## src/rtl/fast9_pkg.sv

```systemverilog
// Shared definitions for the FAST9 score-memory write path.
// Provides the frame geometry, score/address types, the writer FSM state
// encoding, the buffer entry layout and a border-classification helper.
// The helper is only referenced when NMS_BORDER_ZERO_EN is defined.
package fast9_pkg;

  localparam int COLUMNS   = 180;
  localparam int ROWS      = 120;
  localparam int ADDR_W    = 15;
  localparam int SCORE_W   = 8;
  localparam int PIX_COUNT = COLUMNS * ROWS;
  // FAST circle radius; pixels this close to any edge have no valid score.
  localparam int BORDER    = 3;

  localparam int COL_W = $clog2(COLUMNS);
  localparam int ROW_W = $clog2(ROWS);

  typedef logic [SCORE_W-1:0] score_t;
  typedef logic [ADDR_W-1:0]  addr_t;
  typedef logic [COL_W-1:0]   col_t;
  typedef logic [ROW_W-1:0]   row_t;

  typedef enum logic [1:0] {
    IDLE,
    STREAM,
    DRAIN,
    DONE
  } wr_state_t;

  typedef struct packed {
    addr_t  addr;
    score_t score;
  } wr_entry_t;

  function automatic logic is_border(input col_t col, input row_t row);
    return (col < col_t'(BORDER)) || (col >= col_t'(COLUMNS - BORDER)) ||
           (row < row_t'(BORDER)) || (row >= row_t'(ROWS - BORDER));
  endfunction

endpackage

```

## src/rtl/nms_score_writer_if.sv

```systemverilog
// Score stream and score-memory write port of the FAST9 score writer.
//   in_valid / in_ready / in_score : raster-order score stream (valid/ready)
//   mem_busy                       : memory port currently owned by the NMS reader
//   wr_en / wr_addr / wr_data      : score memory write port
// Modports:
//   master : the surrounding system (score producer + memory port arbiter)
//   slave  : the score writer
interface nms_score_writer_if;
  import fast9_pkg::*;

  logic   in_valid;
  logic   in_ready;
  score_t in_score;
  logic   mem_busy;
  logic   wr_en;
  addr_t  wr_addr;
  score_t wr_data;

  modport master (
    output in_valid,
    output in_score,
    output mem_busy,
    input  in_ready,
    input  wr_en,
    input  wr_addr,
    input  wr_data
  );

  modport slave (
    input  in_valid,
    input  in_score,
    input  mem_busy,
    output in_ready,
    output wr_en,
    output wr_addr,
    output wr_data
  );

endinterface

```

## src/rtl/score_wr_fifo.sv

```systemverilog
// Two-entry FIFO holding pending score-memory writes ({addr, score}).
// Ports:
//   clk, reset : clock, synchronous active-high reset (flushes all entries)
//   push       : write push_data into the tail (ignored when full and not popping)
//   push_data  : entry to enqueue
//   pop        : drop the head entry (ignored when empty)
//   head       : current head entry, valid when count != 0
//   count      : number of stored entries (0..2)
module score_wr_fifo
  import fast9_pkg::*;
(
  input  logic      clk,
  input  logic      reset,
  input  logic      push,
  input  wr_entry_t push_data,
  input  logic      pop,
  output wr_entry_t head,
  output logic [1:0] count
);

  wr_entry_t mem [2];
  logic      wr_ptr;
  logic      rd_ptr;
  logic      do_push;
  logic      do_pop;

  // A full FIFO may still accept a push when the head leaves in the same cycle.
  assign do_pop  = pop & (count != 2'd0);
  assign do_push = push & ((count != 2'd2) | do_pop);
  assign head    = mem[rd_ptr];

  always_ff @(posedge clk) begin
    if (reset) begin
      wr_ptr <= 1'b0;
      rd_ptr <= 1'b0;
      count  <= 2'd0;
    end else begin
      if (do_push) wr_ptr <= ~wr_ptr;
      if (do_pop)  rd_ptr <= ~rd_ptr;
      case ({do_push, do_pop})
        2'b10:   count <= count + 2'd1;
        2'b01:   count <= count - 2'd1;
        default: count <= count;
      endcase
    end
  end

  // Entry storage carries no reset; occupancy is tracked by count alone.
  always_ff @(posedge clk) begin
    if (do_push) mem[wr_ptr] <= push_data;
  end

endmodule

```

## src/rtl/nms_score_writer.sv

```systemverilog
// Write side of the FAST9 score memory. Accepts per-pixel corner scores in
// raster order and issues one score-memory write per pixel, stalling behind a
// two-entry buffer while the NMS reader owns the shared memory port.
// Pulses done once all COLUMNS*ROWS pixels of a frame have been written.
// Ports:
//   clk   : clock
//   reset : synchronous active-high reset; aborts a frame and flushes the buffer
//   start : frame start pulse, only honoured in IDLE
//   bus   : nms_score_writer_if.slave (score stream in, memory write port out)
//   busy  : high while a frame is streaming or draining
//   done  : one-cycle pulse after the last pixel of the frame was written
// Configuration macro:
//   NMS_BORDER_ZERO_EN : when defined, pixels within BORDER of any image edge
//                        are written with score 0 instead of in_score.
module nms_score_writer
  import fast9_pkg::*;
(
  input  logic                clk,
  input  logic                reset,
  input  logic                start,
  nms_score_writer_if.slave   bus,
  output logic                busy,
  output logic                done
);

  wr_state_t  state;
  wr_state_t  state_next;
  col_t       col;
  row_t       row;
  addr_t      pix_addr;
  addr_t      last_addr;
  score_t     last_data;

  wr_entry_t  push_data;
  wr_entry_t  head;
  logic [1:0] count;
  logic       in_ready;
  logic       accept;
  logic       wr_en;
  logic       last_pix;
  score_t     cap_score;

  // in_ready looks only at the registered occupancy, so a full buffer never
  // accepts even when it is being drained in the same cycle.
  assign in_ready = (state == STREAM) && (count < 2'd2);
  assign accept   = bus.in_valid & in_ready;
  assign wr_en    = (count != 2'd0) & ~bus.mem_busy;
  assign last_pix = (pix_addr == addr_t'(PIX_COUNT - 1));

`ifdef NMS_BORDER_ZERO_EN
  // Edge pixels are forced to zero so NMS 3x3 windows at the edges read zeros.
  assign cap_score = is_border(col, row) ? '0 : bus.in_score;
`else
  assign cap_score = bus.in_score;
`endif

  assign push_data.addr  = pix_addr;
  assign push_data.score = cap_score;

  score_wr_fifo u_fifo (
    .clk       (clk),
    .reset     (reset),
    .push      (accept),
    .push_data (push_data),
    .pop       (wr_en),
    .head      (head),
    .count     (count)
  );

  // Between writes the port keeps presenting the last written entry.
  assign bus.in_ready = in_ready;
  assign bus.wr_en    = wr_en;
  assign bus.wr_addr  = wr_en ? head.addr  : last_addr;
  assign bus.wr_data  = wr_en ? head.score : last_data;

  always_ff @(posedge clk) begin
    if (reset) begin
      state <= IDLE;
    end else begin
      state <= state_next;
    end
  end

  always_comb begin
    state_next = state;
    busy       = 1'b0;
    done       = 1'b0;
    case (state)
      IDLE: begin
        if (start) state_next = STREAM;
      end
      STREAM: begin
        busy = 1'b1;
        if (accept && last_pix) state_next = DRAIN;
      end
      DRAIN: begin
        busy = 1'b1;
        // Leave as soon as the final entry is being written, so done follows
        // the last write by exactly one cycle.
        if ((count == 2'd0) || ((count == 2'd1) && wr_en)) state_next = DONE;
      end
      DONE: begin
        done       = 1'b1;
        state_next = IDLE;
      end
      default: state_next = IDLE;
    endcase
  end

  // Raster position; pix_addr advances by one per accept and is never derived
  // from row*COLUMNS.
  always_ff @(posedge clk) begin
    if (reset) begin
      col      <= '0;
      row      <= '0;
      pix_addr <= '0;
    end else if ((state == IDLE) && start) begin
      col      <= '0;
      row      <= '0;
      pix_addr <= '0;
    end else if (accept) begin
      pix_addr <= pix_addr + addr_t'(1);
      if (col == col_t'(COLUMNS - 1)) begin
        col <= '0;
        row <= row + row_t'(1);
      end else begin
        col <= col + col_t'(1);
      end
    end
  end

  always_ff @(posedge clk) begin
    if (reset) begin
      last_addr <= '0;
      last_data <= '0;
    end else if (wr_en) begin
      last_addr <= head.addr;
      last_data <= head.score;
    end
  end

endmodule

```

## src/flat_wrapper.sv

```systemverilog
// flat-port wrapper written by rule: the top's interface ports become plain ports
module nms_score_writer_flat import fast9_pkg::*;
  (clk, reset, start, busy, done, bus_in_valid, bus_in_score, bus_mem_busy, bus_in_ready, bus_wr_en, bus_wr_addr, bus_wr_data);
  nms_score_writer_if bus_i ();
  input  logic clk;
  input  logic reset;
  input  logic start;
  output logic busy;
  output logic done;
  input wire logic [$bits(bus_i.in_valid)-1:0] bus_in_valid;
  input wire logic [$bits(bus_i.in_score)-1:0] bus_in_score;
  input wire logic [$bits(bus_i.mem_busy)-1:0] bus_mem_busy;
  output wire logic [$bits(bus_i.in_ready)-1:0] bus_in_ready;
  output wire logic [$bits(bus_i.wr_en)-1:0] bus_wr_en;
  output wire logic [$bits(bus_i.wr_addr)-1:0] bus_wr_addr;
  output wire logic [$bits(bus_i.wr_data)-1:0] bus_wr_data;
  assign bus_i.in_valid = bus_in_valid;
  assign bus_i.in_score = bus_in_score;
  assign bus_i.mem_busy = bus_mem_busy;
  assign bus_in_ready = bus_i.in_ready;
  assign bus_wr_en = bus_i.wr_en;
  assign bus_wr_addr = bus_i.wr_addr;
  assign bus_wr_data = bus_i.wr_data;
  nms_score_writer u_core (.clk(clk), .reset(reset), .start(start), .bus(bus_i), .busy(busy), .done(done));
endmodule
```

## config.mk

```make
export PLATFORM = sky130hd
export DESIGN_NAME = nms_score_writer_flat
export DESIGN_NICKNAME = d
export VERILOG_FILES = /design/src/rtl/fast9_pkg.sv /design/src/rtl/nms_score_writer_if.sv /design/src/rtl/score_wr_fifo.sv /design/src/rtl/nms_score_writer.sv /design/src/flat_wrapper.sv
export SDC_FILE = /design/constraint.sdc
export NUM_CORES = 1
export LEC_CHECK = 0
export CORE_MARGIN = 3
export CORE_UTILIZATION = 56
export DETAILED_ROUTE_END_ITERATION = 8
export MAX_ROUTING_LAYER = met4
export PLACE_DENSITY = 0.79
export SYNTH_ARGS = -nofsm -noshare
export SYNTH_HDL_FRONTEND = slang
export SYNTH_SLANG_ARGS = --single-unit
```

## constraint.sdc

```tcl
create_clock -name clk -period 3.4 [get_ports clk]
set_clock_uncertainty 0.05 [all_clocks]
set_input_delay 0.68 -clock clk [delete_from_list [all_inputs] [get_ports clk]]
set_output_delay 0.68 -clock clk [all_outputs]
set_load 0.01 [all_outputs]
```

Word level (Yosys, flattened, before mapping). Memory sizes are Yosys's and may differ from the RTL's. A register that Yosys moved wholly into a read port is not among the register bits. Index checks and enable logic that the tools add are counted.

Flip-flop bits (word level): 44. Memory bits (writable): 46. Input port bits: 13. Output and inout port bits: 27. Logic and storage cells: 56. Memories kept: 1.

$add $sub $neg: 3. $lt $le $gt $ge: 1. Equal/unequal tests: 11. Mux-type cells: 13. Bitwise gates (word level): 8. Reductions and logical operators: 12.

Memory list: u_core.u_fifo.mem (words 2, width 23, rd ports 1, clocked after memory_dff 1, wr ports 1, line score_wr_fifo.sv:21) `wr_entry_t mem [2];`.

Operator list (count): adder 15 x 1 -> 15 bit (second input constant) (1); equality test 15 bit (second input constant) (1); 2-to-1 mux 15 bit (1); 2-to-1 mux 8 bit (1); one-hot mux 2 bit (4 select lines) (1); equality test 2 x 1 -> 1 bit (second input constant) (3); equality test 2 bit (second input constant) (3); 2-to-1 mux 1 bit (6); 2-to-1 mux 2 bit (3); != test 2 bit (second input constant) (3); bitwise AND 1 bit (4); logical AND 1 bit (4); zero test 2 bit (2); one-hot mux 2 bit (2 select lines) (1); nonzero test 2 bit (2); OR reduction 2 bit (2); inverter 1 bit (3); AND reduction 3 bit (1); adder 2 x 1 -> 2 bit (second input constant) (1); < comparator 2 bit (second input constant) (1); != test 2 x 1 -> 1 bit (second input constant) (1); subtractor 2 x 1 -> 2 bit (second input constant) (1); logical OR 1 bit (1); bitwise OR 1 bit (1).

Longest topological paths before layout. Gate-level depths: netlist (run 1).

Depth in word-level cells: 7. Mapped depth: 8. Depth with buffers taken out: 7.

Cells and area by module. Synthesis (run 1) repeated with hierarchy kept, for this count alone.

Cells, all modules: 285. Area, all modules: 3718.6 um^2.

Modules (own cells, without submodules): score_wr_fifo (times used 1, cells each 99, area each 1896.8 um^2, sequential area each 1481.4 um^2); nms_score_writer (times used 1, cells each 186, area each 1821.7 um^2, sequential area each 800.8 um^2).

Worst setup path after synthesis (run 1). No wires, ideal clock.

Path kind: input-to-reg. From: input port bus_mem_busy. To: memory u_core.u_fifo.mem[0][0] in the netlist's numbering (enable). Library setup time: 0.405 ns. Arrival time: 2.334 ns. Required time: 2.945 ns. Slack: 0.611 ns. Cell stages on the path: 3. Buffers on the path: 0. Path through: or2_2 -> a21oi_1 -> nor2b_1.

Cells in the longest elaborated chain, start to end: 7.

RTL lines: start: declaration (line flat_wrapper.sv:12) `input wire logic [$bits(bus_i.mem_busy)-1:0] bus_mem_busy;`; inverter 1 bit (line nms_score_writer.sv:47) `assign wr_en = (count != 2'd0) & ~bus.mem_busy;`; bitwise AND 1 bit (line nms_score_writer.sv:47); bitwise AND 1 bit (line score_wr_fifo.sv:28) `assign do_pop = pop & (count != 2'd0);`; bitwise OR 1 bit (line score_wr_fifo.sv:29) `assign do_push = push & ((count != 2'd2) | do_pop);`; bitwise AND 1 bit (line score_wr_fifo.sv:29); 2-to-1 mux 1 bit (line score_wr_fifo.sv:50) `if (do_push) mem[wr_ptr] <= push_data;`; 2-to-1 mux 1 bit (implied by the code) (line score_wr_fifo.sv:50); end: declaration (line score_wr_fifo.sv:21).

No other way between the ends.

Final worst setup path (run 1).
From: input port bus_mem_busy. To: output port bus_wr_addr[6].

Cells in the longest elaborated chain, start to end: 3.

RTL lines: inverter 1 bit (line nms_score_writer.sv:47); bitwise AND 1 bit (line nms_score_writer.sv:47); 2-to-1 mux 15 bit (line nms_score_writer.sv:73) `assign bus.wr_addr = wr_en ? head.addr : last_addr;`; end: declaration (line flat_wrapper.sv:15) `output wire logic [$bits(bus_i.wr_addr)-1:0] bus_wr_addr;`.

No other way between the ends.

==> results of run 1 <==
[registers in the layout, summed over array words and instances (netlist names), named ones only]
register	flops
u_core.last_data	8
u_core.u_fifo.mem	46
u_core.u_fifo.wr_ptr	1
u_core.u_fifo.count	2
u_core.u_fifo.rd_ptr	1
u_core.last_addr	15
u_core.state	2
u_core.pix_addr	15
[metrics by stage]
step           total power, mW  area (um^2)  cells
4_1_cts                  3.448         4380    432
3_5_place_dp             2.736         4182    416
6_report                 3.412         4382    432
3_3_place_gp             2.693         4182    416
5_1_grt                  3.630         4382    432
2_1_floorplan            2.186         3681    307
[power by group]
group / internal (mW) / switching (mW) / leakage, nW
Sequential: 1.35 / 0.0713 / 0.814
Clock: 0.346 / 0.363 / 0.0935
Combinational: 0.670 / 0.615 / 0.648
[cell usage after synthesis, drive strengths merged (2+ instances only)]
library cell and instances:
nor2 39, nand4 4, clkbuf 5, ha 9
o41ai 2, xor2 5, xnor2 7, o21bai 2
edfxtp 46, nand2b 6, nand3 5, o311ai 2
dfxtp 45, nor3 3, o211ai 2, or4 2
nor2b 27, nand2 9, a211oi 2, mux2i 26
inv 6, buf 8, nand3b 2, a21oi 29
and3 2
[final timing paths]
check                                           start  cells past startpoint                                  to
setup reg to reg  u_core.u_fifo.count[0]$_SDFFE_PP0P_                      6  u_core.u_fifo.mem[0][21]$_DFFE_PP_
hold / removal           u_core.state[0]$_SDFFE_PP0P_                      2        u_core.state[0]$_SDFFE_PP0P_
hold reg to reg          u_core.state[0]$_SDFFE_PP0P_                      2        u_core.state[0]$_SDFFE_PP0P_
setup / recovery                         bus_mem_busy                      7                      bus_wr_addr[6]
[layer usage]
layer,up-vias,GRT usage (%),routed length [um]
met5,-,-,0
met4,0,5.666,95
met3,10,6.244,295
met2,48,28.43,2959
met1,1108,22.01,2778
li1,1174,-,-
[final cells by class]
type                            count  area [um^2]  area share, %
Sequential cell                    91         2283          52.11
Multi-Input combinational cell    197         1320          30.13
Timing Repair Buffer               47        462.9          10.57
Clock buffer                       10        127.6          2.913
Tap cell                           75        93.84          2.142
Clock inverter                      6        71.32          1.628
Inverter                            6        22.52         0.5140
[kinds of logic after synthesis]
family,after synthesis,synth area share (%)
XOR/XNOR,12,2.855
buffers and inverters,19,2.209
AO/OA/AOI/OAI,42,6.696
AND/OR/NAND/NOR,108,16.11
adder cells (fa/ha/maj),9,3.059
flip-flops,91,62.00
multiplexers,26,7.070
[worst register-to-register path: stages (launching register included)]
cell and delay [ns]:
dfxtp_1 0.37, inv_1 0.08, ha_1 0.22, or2_2 0.32, a21oi_1 0.30, nor2b_2 0.20
buf_4 0.33
==> impl_metrics.env, run 1 <==
export IMPL_power_per_cell_area_nw_per_um2=778.7
export IMPL_fmax_ghz=0.3033
export IMPL_dpl_hpwl_um=4107
export IMPL_fin_crit_sh_pct=96.97
export IMPL_synth_ff_type="edfxtp_1"
export IMPL_endpoint_kind="primary output"
export IMPL_drt_iter0_drc=76
export IMPL_cts_sinks=91
export IMPL_gp_congestion=0.7649
export IMPL_netlist_instances=307
export IMPL_ys_warn_count=0
export IMPL_dpl_worst_slack_ns=0.1177
export IMPL_port_buffers=39
export IMPL_clockBufferDepth=2
export IMPL_ys_seq_area_share_pct=62.00
export IMPL_drcViolationCount=0
export IMPL_syn_nets=329
export IMPL_p_leak_nw=1.555
export IMPL_worstSetupPathType="in2out"
export IMPL_cpLargestDelayFamily="buffers and inverters"
export IMPL_synth_seq_cells=91
export IMPL_outcome="complete, no violations"
export IMPL_yosys_area_top_type="edfxtp_1"
export IMPL_antenna_found_initial=0
export IMPL_whs_ns=0.4754
export IMPL_worstSkewPairLatency_ns=0.35
export IMPL_postRouteWirelength_um=6129
export IMPL_max_cap_viol_count=0
export IMPL_maxSlewHeadroom_pct=69.00
export IMPL_cts_resized=0
export IMPL_cp_slowest_stage_delay_ns=0.57
export IMPL_die_area_um2=7582
export IMPL_synthArstFlopShare_pct=0
export IMPL_cts_tree="yes"
export IMPL_rows=28
export IMPL_syn_area_per_cell_um2=11.99
export IMPL_hold_class="reg2reg"
export IMPL_nNetsFinal=374
export IMPL_final_core_util_pct=71.47
export IMPL_fillerInstances=436
export IMPL_critPathMostFrequentCell="clkdlybuf4s50_1"
export IMPL_layout_min_cycle_time_ns=3.297
export IMPL_cts_root_buf="clkbuf_8"
export IMPL_final_cell_mix="edfxtp_1, dfxtp_1, nor2_1, clkdlybuf4s50_1, a21oi_1"
export IMPL_die_w_um=87.08
export IMPL_ant_nets=0
export IMPL_setup_viol=0
export IMPL_vias=2340
export IMPL_syn_area_um2=3681
export IMPL_h_tree_depth=3
export IMPL_setup_ws_ns=0.1032
export IMPL_start_util_pct=60.04
export IMPL_tns_ns=0
export IMPL_crit_fanout=35
export IMPL_grt_max_degree=36
export IMPL_path_clk_slew_ns=0.08
export IMPL_synthToLayoutAreaGrowth_pct=19.03
export IMPL_synth_distinct_cells=40
export IMPL_synth_edf_count=46
export IMPL_postCtsSetupBuffers=0
export IMPL_grt_remaining_overflow=0
export IMPL_core_um2=6131
export IMPL_crit_path_top_delay_cell="clkdlybuf4s50_1"
export IMPL_cp_required_ns=2.67
export IMPL_final_common_cell="edfxtp_1"
export IMPL_final_max_slew_violation_count=0
export IMPL_grt_pass1_vias=2199
export IMPL_diodes=0
export IMPL_hold_buffers=0
export IMPL_wl_per_cell_um=14.19
export IMPL_reg2reg_slack_ns=1.17
export IMPL_viasPerCell=5.417
export IMPL_layout_drive_gt1_share_pct=8.964
export IMPL_grtUsageTotal_pct=18.09
export IMPL_worst_slew_pin_slew_ns=0.4649
export IMPL_hold_violations=0
export IMPL_synth_top_area_share_pct=37.53
export IMPL_grt_pass1_wl_um=10220
export IMPL_ir_worst_vdd_mv=0.4808
export IMPL_synth_area_top_cells="edfxtp_1, dfxtp_1, mux2i_1, nor2b_1, nor2_1"
export IMPL_path_buf_inv=4
export IMPL_io_pins=40
export IMPL_rsz0062_at_grt="no"
export IMPL_cp_data_arrival_time_ns=2.57
export IMPL_cts_buffers=9
export IMPL_crit_chain="clkdlybuf4s50_1, or2_2, inv_2, buf_12, nor2_1, a21oi_1, clkdlybuf4s50_1"
export IMPL_startpoint_type="input port"
export IMPL_firstDrtPassIters=4
export IMPL_die_y_um=87.08
Power figures use the tool's default switching activity.
==> run 2, diff against run 1 <==
--- a/config.mk
+++ b/config.mk
@@ -7,6 +7,7 @@
 export LEC_CHECK = 0
 export CORE_MARGIN = 3
 export CORE_UTILIZATION = 56
+export CTS_CLUSTER_SIZE = 24
 export DETAILED_ROUTE_END_ITERATION = 8
 export MAX_ROUTING_LAYER = met4
 export PLACE_DENSITY = 0.79
==> results of run 2 <==
No change in the layout: final DEF, timing and power equal those of run 1.
==> variant (flow settings as in run 2) <==
The 4 states of `wr_state_t` get a Gray code encoding in 2 bits.
--- a/src/rtl/fast9_pkg.sv
+++ b/src/rtl/fast9_pkg.sv
@@ -21,10 +21,10 @@
   typedef logic [ROW_W-1:0]   row_t;
 
   typedef enum logic [1:0] {
-    IDLE,
-    STREAM,
-    DRAIN,
-    DONE
+    IDLE   = 2'b00,
+    STREAM = 2'b01,
+    DRAIN  = 2'b11,
+    DONE   = 2'b10
   } wr_state_t;
 
   typedef struct packed {
Behaviour: no difference found for any inputs over 10 cycles, from zero or initial values and one cycle with reset high; not proved beyond that.
==> variant against run 2 <==
Routed wire length is 4.8% higher; cell area is 2.3% lower; sequential cell count stayed put; non-clock buffer count stayed put; critical path depth stayed put; power is 2.3% higher; synthesized area is 4.1% lower; die area is 3.9% lower; clock power is 14% higher; worst setup slack better by 0.019 ns; critical endpoint is now bus_wr_addr[0]; highest routed layer unchanged.
==> variant: results (changes against run 2) <==
- Outcome: finished, final reports clean (unchanged).
- The routability congestion estimate is 0.833 (was 0.765).
- The final routed wirelength across all metal layers is 6420 um (was 6130 um).
- The adder-cell share of the synthesized area is 1.42% (was 3.06%).
- The iteration-0 DRC count of the detailed router is 135 (was 76).
- The net count of the mapped netlist came to 316 (was 329).
- The post-DP HPWL is 3940 um (was 4110 um).
- The share of the synthesized area in compound gates (AO/OA/AOI/OAI) came to 6.60% (was 6.70%).
- The worst supply voltage drop on vdd was 0.548 mV (was 0.481 mV).
- Main area contributors after synthesis: edfxtp_1 39%, dfxtp_1 26%, mux2i_1 6.5% (was edfxtp_1 38%, dfxtp_1 24%, mux2i_1 7.1%).
- The share of layout cells above drive strength 1 is 8.36% (was 8.96%).
- The reported leakage power is 1.46 nW (was 1.56 nW).
- The internal cell power came to 0.00247 W (was 0.00236 W).
- The data arrival time at the worst-slack endpoint came to 2.55 ns (was 2.57 ns).
- The synthesized-area fraction occupied by xor and xnor cells is 2.73% (was 2.86%).
- The filler cell count came to 428 (was 436).
- The via count of the first global-routing pass was 2,172 (was 2,199).
- The placed cell area is 0.00402 mm2 (was 0.00418 mm2).
- The global-route wire length before repair is 10,000 um (was 10,200 um).
- The setup slack after placement is 0.113 ns (was 0.118 ns).
- The total routing usage reported by global routing is 18.3% (was 18.1%).
- The share of the yosys chip area belonging to registers is 64.7% (was 62.0%).
- The slew at the pin closest to its max-slew limit is 0.775 ns (was 0.465 ns).
- Top cells by count, synth: 46 x edfxtp_1, 45 x dfxtp_1, 39 x nor2_1, 33 x a21oi_1, 24 x nor2b_1 (was 46 x edfxtp_1, 45 x dfxtp_1, 39 x nor2_1, 29 x a21oi_1, 27 x nor2b_1).
- The maximum number of pins on one net before global-route repair is 51 (was 36).
==> variant: routing by layer <==
metal / vias to the layer above / wire length [um] / track usage [%]
met4: 0 / 138 / 9.50
met3: 15 / 304 / 4.95
li1: 1134 / - / -
met2: 69 / 3040 / 27.6
met5: - / 0 / -
met1: 1110 / 2940 / 22.6
==> variant: power groups by stage <==
stage	sequential, W	clock [W]	combinational, W
5_1_grt	0.00140	0.000881	0.00141
3_3_place_gp	0.00140	0	0.00123
2_1_floorplan	0.00139	0	0.000711
3_5_place_dp	0.00141	0	0.00126
4_1_cts	0.00138	0.000820	0.00126
6_report	0.00138	0.000811	0.00130
==> variant: worst paths after layout <==
path	from	to	slack, ns	depth (start not counted)
setup / recovery	bus_mem_busy	bus_wr_addr[0]	0.12	7
hold / removal	u_core.pix_addr[14]	u_core.u_fifo.mem[1][22]	0.47	0
setup reg to reg	u_core.state[0]	u_core.pix_addr[14]	1.34	4
hold reg to reg	u_core.pix_addr[14]	u_core.u_fifo.mem[1][22]	0.47	0
==> variant: area by class of cell <==
class | instances | area share, %
Timing Repair Buffer | 47 | 11.2
Inverter | 5 | 0.439
Clock inverter | 3 | 1.61
Multi-Input combinational cell | 188 | 27.4
Tap cell | 75 | 2.19
Clock buffer | 13 | 3.74
Sequential cell | 91 | 53.4
==> variant: worst max-delay path, cell delays in order <==
cell and delay (ns):
clkdlybuf4s50_1 0.41, or2_2 0.33, inv_2 0.13, buf_12 0.18, nor2_1 0.05, a21oi_1 0.17
clkdlybuf4s50_1 0.57
